[src/rtl/exec_cc_stage.sv]
// rtl/exec_cc_stage.sv - Y86-64 registered execute stage with ALU, condition codes and branch condition
module exec_cc_stage #(
    parameter int WIDTH = 64
) (
    input  logic             clk,
    input  logic             rst,
    input  logic             in_valid,
    input  logic             stall,
    input  logic             bubble,
    input  logic [3:0]       ifun,
    input  logic [WIDTH-1:0] aluA,
    input  logic [WIDTH-1:0] aluB,
    input  logic             set_cc,
    input  logic [3:0]       cond_fn,
    output logic             out_valid,
    output logic [WIDTH-1:0] valE,
    output logic             cnd,
    output logic             out_err,
    output logic [2:0]       cc
);

    localparam logic [3:0] FN_ADD = 4'd0;
    localparam logic [3:0] FN_SUB = 4'd1;
    localparam logic [3:0] FN_AND = 4'd2;
    localparam logic [3:0] FN_XOR = 4'd3;

    localparam logic [3:0] C_ALWAYS = 4'd0;
    localparam logic [3:0] C_LE     = 4'd1;
    localparam logic [3:0] C_L      = 4'd2;
    localparam logic [3:0] C_E      = 4'd3;
    localparam logic [3:0] C_NE     = 4'd4;
    localparam logic [3:0] C_GE     = 4'd5;
    localparam logic [3:0] C_G      = 4'd6;

    localparam logic [2:0] CC_RESET = 3'b100;

    logic             out_valid_q, out_valid_d;
    logic [WIDTH-1:0] val_e_q, val_e_d;
    logic             cnd_q, cnd_d;
    logic             err_q, err_d;
    logic [2:0]       cc_q, cc_d;

    logic [WIDTH-1:0] result;
    logic             fn_legal, cond_legal, cond_val;
    logic             zf_new, sf_new, of_new;
    logic             zf, sf, of;

    assign zf = cc_q[2];
    assign sf = cc_q[1];
    assign of = cc_q[0];

    always_comb begin
        result   = '0;
        of_new   = 1'b0;
        fn_legal = 1'b1;
        case (ifun)
            FN_ADD: begin
                result = aluB + aluA;
                of_new = (aluA[WIDTH-1] == aluB[WIDTH-1]) && (result[WIDTH-1] != aluA[WIDTH-1]);
            end
            FN_SUB: begin
                result = aluB - aluA;
                of_new = (aluA[WIDTH-1] != aluB[WIDTH-1]) && (result[WIDTH-1] != aluB[WIDTH-1]);
            end
            FN_AND:  result = aluA & aluB;
            FN_XOR:  result = aluA ^ aluB;
            default: fn_legal = 1'b0;
        endcase
        zf_new = (result == '0);
        sf_new = result[WIDTH-1];
    end

    // Condition looks at the flags held before this instruction, so a cmov right
    // after an OPq sees that OPq's flags with no extra bubble.
    always_comb begin
        cond_val   = 1'b0;
        cond_legal = 1'b1;
        case (cond_fn)
            C_ALWAYS: cond_val = 1'b1;
            C_LE:     cond_val = (sf ^ of) | zf;
            C_L:      cond_val = sf ^ of;
            C_E:      cond_val = zf;
            C_NE:     cond_val = ~zf;
            C_GE:     cond_val = ~(sf ^ of);
            C_G:      cond_val = ~(sf ^ of) & ~zf;
            default:  cond_legal = 1'b0;
        endcase
    end

    always_comb begin
        out_valid_d = out_valid_q;
        val_e_d     = val_e_q;
        cnd_d       = cnd_q;
        err_d       = err_q;
        cc_d        = cc_q;
        if (bubble) begin
            out_valid_d = 1'b0;
            val_e_d     = '0;
            cnd_d       = 1'b0;
            err_d       = 1'b0;
        end else if (!stall) begin
            out_valid_d = in_valid;
            if (in_valid) begin
                val_e_d = result;
                cnd_d   = cond_val;
                err_d   = ~fn_legal | ~cond_legal;
                if (set_cc && fn_legal) begin
                    cc_d = {zf_new, sf_new, of_new};
                end
            end
        end
    end

    always_ff @(posedge clk) begin
        if (rst) begin
            out_valid_q <= 1'b0;
            val_e_q     <= '0;
            cnd_q       <= 1'b0;
            err_q       <= 1'b0;
            cc_q        <= CC_RESET;
        end else begin
            out_valid_q <= out_valid_d;
            val_e_q     <= val_e_d;
            cnd_q       <= cnd_d;
            err_q       <= err_d;
            cc_q        <= cc_d;
        end
    end

    assign out_valid = out_valid_q;
    assign valE      = val_e_q;
    assign cnd       = cnd_q;
    assign out_err   = err_q;
    assign cc        = cc_q;

endmodule
[config.mk]
export PLATFORM = sky130hd
export DESIGN_NAME = exec_cc_stage
export DESIGN_NICKNAME = d
export VERILOG_FILES = /design/src/rtl/exec_cc_stage.sv
export SDC_FILE = /design/constraint.sdc
export NUM_CORES = 1
export LEC_CHECK = 0
export ABC_AREA = 1
export BUFFER_PORTS_ARGS = -buffer_cell sky130_fd_sc_hd__buf_2
export CAP_MARGIN = 20
export CORE_MARGIN = 2
export CORE_UTILIZATION = 46
export CTS_CLUSTER_DIAMETER = 30
export DETAILED_ROUTE_END_ITERATION = 6
export GPL_TIMING_DRIVEN = 0
export PLACE_DENSITY = 0.63
export SLEW_MARGIN = 20
export SYNTH_ARGS = -nofsm -noshare
export SYNTH_HDL_FRONTEND = slang
export SYNTH_SLANG_ARGS = --single-unit
[constraint.sdc]
create_clock -name clk -period 4.5 [get_ports clk]
set_input_delay 1.35 -clock clk [delete_from_list [all_inputs] [get_ports clk]]
set_output_delay 1.35 -clock clk [all_outputs]
set_load 0.1 [all_outputs]
==> results by stage <==
Critical path:
- The required time of the worst setup path is 4770 ps.
- The type of destination of the critical path is a flop.
- The class of the most critical setup path is primary input to flop.
- The standard cell with the maximum stage delay on the critical path is fa_1.
- The signal arrival time at the worst endpoint is 4550 ps.
- The critical path goes through buf_2 -> ha_1 -> inv_1 -> fa_1 -> inv_1 -> nand2_1 -> nand3_1 -> nand2_1 -> nand2_1 -> nand2_1 -> nand3_2 -> nand2_2 -> nand3_2 -> nand2_1 -> nand3_1 -> nand3_1 -> nor2_1 -> nand2_1 -> nor2_1 -> nand3_1 -> o21ai_1.
- STA classifies the critical path startpoint as a primary input.
- The cell repeated most along the worst path is nand2_1.
- Along the worst path, the maximum fanout reaches 4.
- In this design, the stage delay of the slowest critical-path cell is 410 ps.

Pwr:
- The final total power is 3.64 mW.
- The total power per unit cell area is 188 nW/um^2.
- The worst voltage drop across the vdd grid is 163 uV.
- The leakage power total is 11.8 nW.
- The share of total power dissipated in combinational logic is 64.2%.
- Registers are responsible for 17.8% of the overall power.
- Summed over all nets, the switching power comes to 1.96 mW.
- Internal power comes to 1.68 mW.
- The switching power share of the total is 53.9%.
- The clock network is responsible for 17.9% of the overall power.

STA:
- The slew of the pin with the lowest slew margin is 1010 ps.
- The final number of max-transition violations was 0.
- Setup repair after global routing left no endpoint under its margin.
- The highest clock frequency the design can meet is 234 MHz.
- The final hold violation count is 0.
- For the final database, setup skew stands at 0.111 ps.
- Setup violations remaining at the end of the flow were counted as 0.
- The setup slack after layout is 222 ps.
- In the finished design, the share of the clock period the worst path needs comes to 95.1%.
- The minimum clock period is 4280 ps.
- The relative max-transition margin is 33.0%.
- Final hold analysis gives a worst-case slack of 478 ps.

Synthesis:
- The total of warnings raised by yosys is 0.
- Summing every instance area after synthesis gives 17400 sq um.
- After synthesis, the largest area contributor takes up 24.0% of total cell area.
- A synthesized cell averages 5.10 sq um.
- Sorting the synthesized cells by area gives the leading types as nand2_1 24%, inv_1 16%, ha_1 9.2%.
- The synthesized design contains 0 enable-type register cells.
- The largest total area in the synthesized netlist belongs to nand2_1.
- After synthesis, the netlist uses 42 different library cells.
- Sorting the synthesized cells by how often they occur yields 1110 x nand2_1, 731 x inv_1, 324 x nor2_1.
- The net count after synthesis is 3675.
- The fraction of registers with async set/reset is 0%.
- Synthesis produced 3403 cells.
- For this run, the leading register cell type out of synthesis is dfxtp_1.
- After synthesis, flip-flops and latches occupy 8.08% of the total area.
- nand2_1 is the most common cell in the netlist.
- The post-synthesis sequential element count is 70.

GRT:
- The via count of the first global-routing pass is 20200.
- The residual overflow from global routing is 0.
- The initial antenna violation count is 1.
- Entering global routing, the biggest net connects 13 pins.
- The first-pass GRT wire length is 118000 um.
- The global router's overall resource usage is 40.0%.

Clock network:
- The H-tree level count is 3.
- After clock tree synthesis, the clock-pin slew on the worst setup and hold paths is 50 ps.
- The total setup buffers inserted after CTS is 0.
- The cell at the root of the clock tree is clkbuf_16.
- No sink is reached through more buffers than the 2 on the longest clock path.
- The TritonCTS buffer count is 9.
- The later-pin clock latency in the skew report is 330 ps.
- Counting every sink on the clock net gives 70.
- The TritonCTS clock tree is done.

Place:
- At the placement stage, the worst setup path has a slack of -153 ps.
- The count of placed standard cells including taps is 4125.
- The final weighted congestion in routability-driven placement is 1.06.
- The half-perimeter wire length after placement is 69300 um.
- The number of input and output port buffers inserted is 211.

Die:
- The starting utilization of the core area is 46.4%.
- The horizontal die dimension is 198 um.
- During I/O placement, the number of pins put on the boundary was 212.
- The die covers 39300 sq um.
- In this run the vertical extent of the chip is 198 um.
- In this run the core area contains 71 standard-cell rows.
- The floorplan step defined a core boundary enclosing 37400 sq um.

Status:
- The checks that failed: DRC.
- The run finished, with violations left.

Final layout:
- Excluding fillers, the count of instances in the completed layout stands at 4141.
- The number of filler cells placed in the layout is 4084.
- 0 antenna diodes ended up in the layout.
- The synthesis-to-finish area growth is 11.5%.
- The net count of the finished layout is 3897.
- The post-route netlist has 16.0% of its cells at a drive strength greater than 1.

Detailed routing:
- The count of TritonRoute iterations in the first routing pass is 7.
- The via-per-instance ratio is 5.34.
- After detailed routing, the average wire length per cell comes to 19.4 um.
- The number of DRC violations after detailed routing is 2.
- Once detail routing completed, the nets flagged for antenna violations numbered 0.
- The initial detailed-routing violation count is 2456.
- The routed layout has 22100 vias.
- The total routed wirelength is 80400 um.

Job:
- The number of maximum-capacitance constraint violations is 0.

Hold path:
- The classification of the worst-slack hold path is flop to flop.
## layout by cell type, fill, tap and decap left out, types with 27 or more instances in the layout
cell type and count:
nor2_2 85, o22ai_1 52, o21ai_0 102, dfxtp_1 70
nand2_2 55, buf_2 234, buf_6 38, inv_1 731
nor2_4 27, nand4_1 32, nand2_1 1110, a21oi_1 114
ha_1 128, inv_2 66, nand3_1 256, nor2_1 322
## sequential cells by signal, indices dropped and copies added (netlist names)
name       flops
out_err        1
cc             3
cnd            1
out_valid      1
valE          64
## worst paths after layout
| path | startpoint | to | slack (ps) | cells after the start |
|---|---|---|---|---|
| setup / recovery | aluA[0] | cc[2] | 220 | 21 |
| hold / removal | out_valid | out_valid | 480 | 2 |
| setup reg to reg | cc[2] | cnd | 3080 | 6 |
| hold reg to reg | out_valid | out_valid | 480 | 2 |
## power groups by stage
stage / clock network [mW] / registers, mW / logic [mW]
floorplan: 0 / 0.798 / 1.41
global placement: 0 / 0.662 / 2.22
detailed placement: 0 / 0.662 / 2.25
CTS: 0.646 / 0.650 / 2.26
global route: 0.679 / 0.652 / 2.53
finish: 0.653 / 0.650 / 2.34
## critical path, delay by kind of cell
family	cells	cell delay [ps]
AOI/OAI and AO/OA	1	110
adders and majority gates	2	660
and+or+nand+nor	15	2110
buffers and inverters	3	290
## what timing repair did
action	4_1_cts	5_1_grt
gates resized for setup	0	4
setup endpoints to repair	0	1
hold buffers	0	0
## through the flow
step / cell area (sq um) / util [%] / TNS (ps)
after floorplan: 17400 / - / 0
after global placement: 19000 / 50.9 / -166
after detailed placement: 19000 / 50.9 / -153
after CTS: 19300 / 51.7 / 0
after global routing: 19300 / 51.7 / 0
final: 19300 / 51.7 / 0
## kinds of logic after synthesis
kind of cell               Yosys count  synth area share [%]
AOI/OAI and AO/OA                  318                  10.2
xor gates and xnor gates            11                 0.555
and+or+nand+nor                   1966                  49.9
buffers and inverters              908                  21.8
DFF                                 70                  8.08
adders and majority gates          130                  9.46
## metal layers
| metal | vias up | track usage, % | routed length (um) |
|---|---|---|---|
| li1 | 10700 | - | - |
| met1 | 10000 | 55.9 | 35100 |
| met2 | 1282 | 60.7 | 32600 |
| met3 | 148 | 8.81 | 10000 |
| met4 | 2 | 12.6 | 2660 |
| met5 | - | 0 | 18 |
## final cells by class
class / count / area (sq um) / area share, %
flip-flops and latches: 70 / 1400 / 7.25
multi-input cells: 2425 / 12200 / 63.0
well taps: 511 / 639 / 3.31
repair buffers: 211 / 1060 / 5.46
inverters: 805 / 3020 / 15.6
clock buffers: 11 / 243 / 1.26
plain buffers: 103 / 759 / 3.93
clock inverters: 5 / 35.0 / 0.181
Note: power is estimated with default switching activity, not from simulation.
